==> config.mk <==
export PLATFORM = sky130hd
export DESIGN_NAME = cond_unit
export DESIGN_NICKNAME = d
export VERILOG_FILES = /design/src/rtl/cond_unit.sv
export SDC_FILE = /design/constraint.sdc
export NUM_CORES = 1
export LEC_CHECK = 0
export CAP_MARGIN = 20
export CORE_MARGIN = 2
export CORE_UTILIZATION = 45
export DETAILED_ROUTE_END_ITERATION = 10
export GPL_ROUTABILITY_DRIVEN = 0
export PLACE_DENSITY_LB_ADDON = 0.3
export SYNTH_ARGS = -nofsm -noshare
export SYNTH_HDL_FRONTEND = slang
export SYNTH_SLANG_ARGS = --single-unit
export TNS_END_PERCENT = 5
==> constraint.sdc <==
create_clock -name CLK -period 3.7 [get_ports CLK]
set_clock_uncertainty 0.15 [all_clocks]
set_input_delay 0.74 -clock CLK [delete_from_list [all_inputs] [get_ports CLK]]
set_output_delay 0.74 -clock CLK [all_outputs]
set_load 0.005 [all_outputs]
==> src/rtl/cond_unit.sv <==
// cond_unit -- condition-evaluation and flag-register unit.
//
// Evaluates the 4-bit condition field of the current instruction against the
// registered {N,Z,C,V} flags and gates the decoder's branch, register-write
// and memory-write requests. It also updates the flags from the ALU and
// counts valid instructions whose condition failed.
//
// Ports
//   CLK         in   clock, rising edge
//   RESETn      in   asynchronous active-low reset
//   Cond[3:0]   in   condition field
//   ALUFlags    in   {N,Z,C,V} from the ALU
//   FlagW[1:0]  in   [1] write N,Z ; [0] write C,V
//   PCS, RegW, MemW, NoWrite  in  decoder requests
//   InstrValid  in   instruction is real (not a bubble)
//   Stall       in   instruction held by a multi-cycle unit
//   CntClr      in   synchronous clear of SkipCount
//   PCSrc, RegWrite, MemWrite  out  gated enables
//   CondEx      out  condition passes (from registered flags)
//   Flags[3:0]  out  registered {N,Z,C,V}
//   Carry       out  registered C
//   SkipCount   out  saturating count of condition-failed instructions
module cond_unit (
  input  logic        CLK,
  input  logic        RESETn,
  input  logic [3:0]  Cond,
  input  logic [3:0]  ALUFlags,
  input  logic [1:0]  FlagW,
  input  logic        PCS,
  input  logic        RegW,
  input  logic        MemW,
  input  logic        NoWrite,
  input  logic        InstrValid,
  input  logic        Stall,
  input  logic        CntClr,
  output logic        PCSrc,
  output logic        RegWrite,
  output logic        MemWrite,
  output logic        CondEx,
  output logic [3:0]  Flags,
  output logic        Carry,
  output logic [15:0] SkipCount
);

  logic [3:0]  r_flags;
  logic [15:0] r_skip;
  logic        w_n, w_z, w_c, w_v;
  logic        w_cond_ex;
  logic        w_go;
  logic        w_exec;

  assign w_n = r_flags[3];
  assign w_z = r_flags[2];
  assign w_c = r_flags[1];
  assign w_v = r_flags[0];

  always_comb begin
    w_cond_ex = 1'b0;
    case (Cond)
      4'b0000: w_cond_ex = w_z;
      4'b0001: w_cond_ex = ~w_z;
      4'b0010: w_cond_ex = w_c;
      4'b0011: w_cond_ex = ~w_c;
      4'b0100: w_cond_ex = w_n;
      4'b0101: w_cond_ex = ~w_n;
      4'b0110: w_cond_ex = w_v;
      4'b0111: w_cond_ex = ~w_v;
      4'b1000: w_cond_ex = w_c & ~w_z;
      4'b1001: w_cond_ex = ~w_c | w_z;
      4'b1010: w_cond_ex = (w_n == w_v);
      4'b1011: w_cond_ex = (w_n != w_v);
      4'b1100: w_cond_ex = ~w_z & (w_n == w_v);
      4'b1101: w_cond_ex = w_z | (w_n != w_v);
      4'b1110: w_cond_ex = 1'b1;
      default: w_cond_ex = 1'b0;
    endcase
  end

  // A bubble is treated exactly like a stall: nothing commits.
  assign w_go   = InstrValid & ~Stall;
  assign w_exec = w_go & w_cond_ex;

  assign CondEx   = w_cond_ex;
  assign PCSrc    = PCS & w_exec;
  assign RegWrite = RegW & ~NoWrite & w_exec;
  assign MemWrite = MemW & w_exec;

  // Condition uses the pre-update flags; the new values are seen next cycle.
  always_ff @(posedge CLK or negedge RESETn) begin
    if (!RESETn) begin
      r_flags <= '0;
    end else begin
      if (FlagW[1] && w_exec) r_flags[3:2] <= ALUFlags[3:2];
      if (FlagW[0] && w_exec) r_flags[1:0] <= ALUFlags[1:0];
    end
  end

  always_ff @(posedge CLK or negedge RESETn) begin
    if (!RESETn) begin
      r_skip <= '0;
    end else if (CntClr) begin
      r_skip <= '0;
    end else if (w_go && !w_cond_ex && (r_skip != '1)) begin
      r_skip <= r_skip + 16'd1;
    end
  end

  assign Flags     = r_flags;
  assign Carry     = r_flags[1];
  assign SkipCount = r_skip;

endmodule

Word-level counts from Yosys, hierarchy flattened. Index checks and enable logic that the tools add are counted.

Multiplexer cells: 3. Eq/ne operators: 17. Multiply operators: 0. $add $sub $neg: 1. Reduce and logical (&&, ||, !) cells: 7. Div/mod/pow operators: 0. $lt $le $gt $ge: 0. Shift-type cells: 0. Bitwise gates (word level): 16.

Operators by type and width (number): $mux 16 (2); $eq 4x4->1 const B (7); $add 16x1->16 const B (1); $eq 4x3->1 const B (4); $ne 16x16->1 const B (1); $pmux 1 s15 (1); $and 1x1->1 (8); $eq 4x2->1 const B (2); $not 1->1 (6); $eq 4x1->1 const B (1); $logic_and 1x1->1 (4); $logic_not 4->1 (1); $or 1x1->1 (2); $reduce_bool 2->1 (1); $eq 1x1->1 (1); $logic_not 1->1 (1); $ne 1x1->1 (1).

Memory bits (writable): 0. Bits of input ports: 19. Flip-flop bits (word level): 20. Latch bits: 0. Memories: 0. Word-level logic and storage cells: 47. Bits in read-only memories: 0. Output and inout bits: 25.

Depth between registers and ports, before layout. Gate-level depths: netlist (run 1).

Depth in word-level cells: 8. Depth in mapped cells: 9. Gate-level depth less buffers: 6.

Worst setup path after synthesis (run 1). No wires, ideal clock.

Path kind: input to output. From: input port Cond[0]. To: output port RegWrite. Stages: 8. Path slack: 0.369 ns. Data arrival time: 2.441 ns. Buffers on the path: 3. Data required time: 2.810 ns. Cells stage by stage: buf_2 or3_1 nand4_1 o31ai_1 a2111o_1 clkbuf_1 clkbuf_1 and4b_1.

Cells in the longest elaborated chain, start to end: 4. Elaborated cells between the ends (all ways): 18. Those cells by class: eq/ne: 14; mux: 1; bitwise: 2; reduce/logical: 1.

Ends and longest elaborated chain: start, declared (RTL line 26) `input logic [3:0] Cond,`; $eq 4x4->1, or another cell as far along (RTL line 59) `case (Cond)`; $pmux 1 s15 * (RTL line 59); named net CondEx (RTL line 39) `output logic CondEx,`; $and 1x1->1 * (RTL line 81) `assign w_exec = w_go & w_cond_ex;`; $and 1x1->1 * (RTL line 85) `assign RegWrite = RegW & ~NoWrite & w_exec;`; end, declared (RTL line 37) `output logic RegWrite,`.

Mark *: on every way through the listed nets, which the timed path passes. The rest lies on a longest branch.

Final worst setup path (run 1).
From: input port Cond[1]. To: output port RegWrite.

Cells in the longest elaborated chain, start to end: 4. Elaborated cells between the ends (all ways): 18. Those cells by class: eq/ne: 14; mux: 1; bitwise: 2; reduce/logical: 1.

Ends and longest elaborated chain (RTL line): $eq 4x4->1, or another cell as far along (59); $pmux 1 s15 * (59); $and 1x1->1 * (81); $and 1x1->1 * (85).

Mark *: on every way between the ends. The rest lies on a longest branch, timed or not.

==> metrics.log, run 1 <==
[metrics] number of buffers inserted for hold repair after clock tree synthesis: 0
[metrics] cell types with the largest area share after synthesis: dfrtp_1 39%, mux2_2 7.8%, a21oi_1 5.0%
[metrics] power per cell area: 374 nW/um^2
[metrics] maximum fanout count along the critical path: 6
[metrics] Starting Density: 47.4%
[metrics] arrival time of the worst setup path: 2.57 ns
[metrics] number of standard-cell rows in the floorplan: 19
[metrics] highest clock frequency the design can meet: 289 MHz
[metrics] worst skew pair latency: 0.30 ns
[metrics] Ant. Diodes: 0
[metrics] first-pass GRT wire length: 5.62 mm
[metrics] Setup Viol. Count Final: 0
[metrics] # placed instances: 212
[metrics] HPWL Detailed: 2.42 mm
[metrics] switching power share of the total: 32.4%
[metrics] Nets: 206
[metrics] height of the die: 57.6 um
[metrics] WL per Instance: 15.0 um
[metrics] launching element type of the critical path: input port
[metrics] crit share post-route: 93.6%
[metrics] required time of the critical path: 2.81 ns
[metrics] number of flip-flops and latches in the synthesized netlist: 20
[metrics] commonest cells after routing, fill and taps aside: 40 x clkdlybuf4s50_1, 20 x dfrtp_1, 13 x a21oi_1, 10 x nand4_1, 9 x mux2_2
[metrics] Netlist Area Pre-Place: 1290 sq um
[metrics] worst min-delay path class: register to register
[metrics] Max rail drop VDD: 0.351 mV
[metrics] Synth Area per Inst: 9.06 sq um
[metrics] area grow syn2layout: 38.9%
[metrics] clock slew at reported path FFs: 0.11 ns
[metrics] number of violations reported at the end of detailed-routing iteration 0: 79
[metrics] number of sinks on the clock net: 20
[metrics] Net Switching: 0.218 mW
[metrics] part of the Yosys area used for sequential elements: 38.6%
[metrics] net count after synthesis: 163
[metrics] sequential share of power: 41.2%
[metrics] top cell type's share of synthesized area: 38.6%
[metrics] cell taking the most area after synthesis: dfrtp_1
[metrics] setup repair after global routing missed its margin: false
[metrics] count of final max-slew check failures: 0
[metrics] pin count of the biggest net entering global routing: 30
[metrics] remaining max-slew budget at the tightest pin: 37.1%
[metrics] number of warning messages in the yosys log: 0
[metrics] actual slew at the worst max-slew pin: 0.940 ns
[metrics] number of different library cells in the post-synthesis netlist: 32
[metrics] number of vias in the routed layout: 1298
[metrics] die area: 3320 sq um
[metrics] max-cap violations: 0
[metrics] clock tree from TritonCTS: yes
[metrics] Final Hold Vio Count: 0
[metrics] CTS Buf Count: 3
[metrics] P_leak: 0.722 nW
[metrics] post-route antenna net violation count: 0
[metrics] most common library cell in the layout ignoring fill and taps: clkdlybuf4s50_1
[metrics] crit end category: primary output
[metrics] Post-Synthesis Cells: 143
[metrics] total track usage: 21.3%
[metrics] die boundary width: 57.6 um
[metrics] maximum root-to-sink buffer count: 2
[metrics] share of layout cells above drive strength 1: 10.3%
[metrics] async set-reset flop share out of synthesis: 100%
[metrics] count of unresolved DRC violations after routing: 0
[metrics] Post-synth EDFFs: 0
[metrics] via density per instance: 6.01
[metrics] Clock Power Share: 19.2%
[metrics] core footprint: 2730 sq um
[metrics] Top Ports: 44
[metrics] result of the run: complete, no violations
[metrics] total power: 0.673 mW
[metrics] first-pass iteration count of the detailed router: 4
[metrics] internal power: 0.455 mW
[metrics] filler-free cell count of the finished design: 216
[metrics] proportion of power drawn by combinational gates: 39.6%
[metrics] total grt overflow: 0
[metrics] Clock H-tree levels: 1
[metrics] number of antenna violations at the first check in global routing: 0
[metrics] Root Driver: clkbuf_4
[metrics] top flip-flop cell by instance count after synthesis: dfrtp_1
[metrics] total wirelength of the detailed-routed design: 3.25 mm
[metrics] IO buf count: 43
[metrics] via count of the first global-routing pass: 1304
[metrics] final period demand of the worst path: 3.46 ns
[metrics] Crit Path Category: input port to primary output
-- layout make-up --
cell class                 count  area [sq um]
timing repair buffer          48           479
clock buffer                   4          36.3
tap                           31          38.8
fill                         229           935
sequential                    20           500
multi-input combinational    113           744
-- final timing paths --
| check | start | to | slack [ns] | cells past startpoint |
|---|---|---|---|---|
| min in group asynchronous | RESETn | Flags[2] | 0.79 | 1 |
| max reg2reg | Flags[3] | SkipCount[9] | 1.01 | 7 |
| min | SkipCount[4] | SkipCount[4] | 0.44 | 2 |
| max | Cond[1] | RegWrite | 0.24 | 7 |
| min reg2reg | SkipCount[4] | SkipCount[4] | 0.44 | 2 |
| max in group asynchronous | RESETn | SkipCount[1] | 2.03 | 1 |
-- state kept, by name, indices dropped and copies added (netlist names) --
register / cells
Flags: 4
SkipCount: 16
-- repair_timing --
item / 4_1_cts / 5_1_grt
pin swaps: 1 / 4
hold endpoints to repair: 0 / 0
gates resized for setup: 0 / 4
gates cloned: 0 / 0
setup buffers: 0 / 0
setup endpoints to repair: 2 / 3
-- synth_stat cells (3+ instances only) --
cell type   n
or4_1       4
and3_1      6
nor2_1      7
nand3_1     5
or3_1       7
nand2_1     6
nor4_1      3
nor3_1      4
clkbuf_1    7
mux2_2      9
o21ai_0     7
nand4_1    10
a21oi_1    13
xor2_1      4
dfrtp_1    20
o31ai_1     6
nor2b_1     8
-- worst max-delay path: stages --
cell and delay (ns):
clkdlybuf4s50_1 0.51, nor3b_1 0.24, a21oi_1 0.06, nor3_1 0.15
a2111o_1 0.19, and4b_1 0.20, clkdlybuf4s50_1 0.49
-- routing by layer --
| layer | routed length, um | track usage (%) |
|---|---|---|
| met1 | 1370 | 25.4 |
| met2 | 1670 | 38.0 |
| met3 | 176 | 2.90 |
| met4 | 29 | 9.30 |
| met5 | 0 | 0 |
-- stage by stage --
step / worst slack, ns / TNS (ns) / cell area [sq um] / hold slack [ns] / utilization [%]
final: 0.237 / 0 / 1800 / 0.435 / 65.8
after global routing: 0.0503 / 0 / 1800 / 0.478 / 65.8
after CTS: 0.0149 / 0 / 1790 / 0.432 / 65.4
after detailed placement: -0.00482 / -0.00482 / 1750 / 0.416 / 64.1
after global placement: 0.0161 / 0 / 1750 / 0.409 / 64.1
after floorplan: 0.369 / 0 / 1290 / 0.294 / -
-- power by group through the flow --
stage | Combinational (mW) | Clock (mW) | Sequential, mW
after global placement | 0.259 | 0 | 0.279
final | 0.266 | 0.129 | 0.277
after floorplan | 0.155 | 0 | 0.276
after global routing | 0.295 | 0.139 | 0.283
after detailed placement | 0.267 | 0 | 0.283
after CTS | 0.268 | 0.132 | 0.278
-- logic make-up after synthesis --
| kind of cell | Yosys count | synth area share (%) |
|---|---|---|
| and+or+nand+nor | 69 | 31.4 |
| AOI/OAI and AO/OA | 29 | 13.9 |
| DFF | 20 | 38.6 |
| buffers and inverters | 10 | 3.86 |
| muxes | 9 | 7.83 |
| xor gates and xnor gates | 5 | 3.38 |
| adders and majority gates | 1 | 0.966 |
Power figures use the tool's default switching activity.
==> run 2, diff against run 1 <==
- CTS_CLUSTER_SIZE: not set -> 24
- GPL_TIMING_DRIVEN: not set -> 0
- clock period: 3.7 -> 3.9 ns (I/O delays scaled with it)
==> metrics.log, run 2 (synthesis gave the netlist of run 1 again) <==
[metrics] remaining max-slew budget at the tightest pin: 39.3%
[metrics] Final Hold Vio Count: 0
[metrics] most common library cell in the layout ignoring fill and taps: clkdlybuf4s50_1
[metrics] via count of the first global-routing pass: 1293
[metrics] number of vias in the routed layout: 1359
[metrics] total grt overflow: 0
[metrics] setup repair after global routing missed its margin: false
[metrics] Endpoint, Worst Hold: SkipCount[4]
[metrics] arrival time of the worst setup path: 2.82 ns
[metrics] number of sinks on the clock net: 20
[metrics] Top Ports: 44
[metrics] clock slew at reported path FFs: 0.11 ns
[metrics] count of unresolved DRC violations after routing: 0
[metrics] share of layout cells above drive strength 1: 10.1%
[metrics] height of the die: 57.6 um
[metrics] worst min-delay path startpoint: SkipCount[4]
[metrics] final core occ: 65.4%
[metrics] first-pass GRT wire length: 5.90 mm
[metrics] first-pass iteration count of the detailed router: 4
[metrics] Post-Place Cell Area: 1750 sq um
[metrics] Root Driver: clkbuf_4
[metrics] crit end category: primary output
[metrics] die area: 3320 sq um
[metrics] number of flip-flops under the largest register name: 16
[metrics] total power: 0.646 mW
[metrics] CTS Buf Count: 3
[metrics] maximum root-to-sink buffer count: 2
[metrics] filler-free cell count of the finished design: 219
[metrics] actual slew at the worst max-slew pin: 0.907 ns
[metrics] highest cell delay on the worst timing path: 0.57 ns
[metrics] core footprint: 2730 sq um
[metrics] total track usage: 22.8%
[metrics] commonest cells after routing, fill and taps aside: 40 x clkdlybuf4s50_1, 20 x dfrtp_1, 13 x a21oi_1, 10 x nand4_1, 9 x mux2_2
[metrics] Crit path top cell by count: clkdlybuf4s50_1
[metrics] setup slack at placement: -0.551 ns
[metrics] Setup Viol. Count Final: 0
[metrics] launching element type of the critical path: input port
[metrics] Starting Density: 47.4%
[metrics] P_leak: 0.696 nW
[metrics] number of standard-cell rows in the floorplan: 19
[metrics] Setup Total Neg Slack: 0 ns
[metrics] setup slack of the worst register-to-register path: 1.04 ns
[metrics] Max rail drop VDD: 0.350 mV
[metrics] HPWL Detailed: 2.57 mm
[metrics] required time of the critical path: 2.97 ns
[metrics] reg-to-reg critical path endpoint: SkipCount[7]
[metrics] hold path cells: 2
[metrics] via density per instance: 6.21
[metrics] worst path cell trace: clkdlybuf4s50_1, nor3b_1, a21oi_1, nor3_1, a2111o_2, and4b_1, clkdlybuf4s50_1
[metrics] die boundary width: 57.6 um
[metrics] result of the run: complete, no violations
[metrics] pin count of the biggest net entering global routing: 21
[metrics] highest clock frequency the design can meet: 266 MHz
[metrics] count of final max-slew check failures: 0
[metrics] Ant. Diodes: 0
[metrics] startpoint of the most critical register-to-register path: Flags[3]
[metrics] Final Instance Area: 1790 sq um
[metrics] clock tree from TritonCTS: yes
[metrics] FF-to-FF path depth: 8
[metrics] Min Hold Slack: 0.445 ns
[metrics] Crit Path Category: input port to primary output
[metrics] Slowest cell on crit path: clkdlybuf4s50_1
[metrics] power per cell area: 361 nW/um^2
[metrics] Clock H-tree levels: 1
[metrics] number of violations reported at the end of detailed-routing iteration 0: 75
[metrics] IO buf count: 42
[metrics] area grow syn2layout: 38.1%
[metrics] worst min-delay path class: register to register
[metrics] total wirelength of the detailed-routed design: 3.58 mm
[metrics] Nets: 210
[metrics] maximum fanout count along the critical path: 6
[metrics] final critical-path setup slack: 0.147 ns
[metrics] WL per Instance: 16.3 um
[metrics] crit share post-route: 96.2%
[metrics] number of antenna violations at the first check in global routing: 0
[metrics] max-cap violations: 0
[metrics] final period demand of the worst path: 3.75 ns
[metrics] # placed instances: 216
[metrics] post-route antenna net violation count: 0
[metrics] worst skew pair latency: 0.30 ns
[run 2: changes by cell type in the layout (fill, tap and decap cells not counted)]
cell / before / now
clkbuf_1: 0 / 4
dlymetal6s2s_1: 3 / 0
buf_4: 4 / 2
dlygate4sd2_1: 0 / 2
a2111o_2: 0 / 1
buf_2: 0 / 1
clkbuf_2: 0 / 1
clkbuf_8: 1 / 0
[run 2: how the worst max path moves through the flow]
stage	to	startpoint	slack [ns]
6_report	RegWrite	Cond[1]	0.15
5_1_grt	PCSrc	Cond[1]	0.03
2_1_floorplan	RegWrite	Cond[0]	0.49
4_1_cts	RegWrite	InstrValid	0.14
3_3_place_gp	RegWrite	Cond[2]	-0.44
3_5_place_dp	RegWrite	Cond[2]	-0.55
[run 2: cell type report]
type | instances | area (sq um)
fill | 242 | 946
sequential | 20 | 500
buffer | 8 | 43.8
timing repair buffer | 43 | 425
tap | 31 | 38.8
multi-input combinational | 114 | 757
clock buffer | 3 | 22.5
[run 2: repair_timing]
action	4_1_cts	5_1_grt
setup buffers	1	0
hold buffers	0	0
resized for setup	3	2
setup endpoints to repair	4	2
pin swaps	1	0
cloned	1	0
[run 2: where the power goes]
part	switching (mW)	internal [mW]
registers	0.0323	0.230
clock network	0.0642	0.0361
logic	0.124	0.160
total	0.220	0.426
[run 2: layer usage]
layer | global-route usage [%] | vias up | share of wire, %
met4 | 10.3 | 0 | 1.1
met5 | 0 | - | 0
li1 | - | 639 | -
met2 | 41.7 | 47 | 52
met3 | 2.46 | 5 | 6.2
met1 | 26.7 | 668 | 41
[run 2: worst max-delay path, delay by kind of cell]
family                 cells  cell delay (ns)
AO/OA/AOI/OAI              2             0.65
buffers and inverters      2             1.01
AND/OR/NAND/NOR            3             0.38
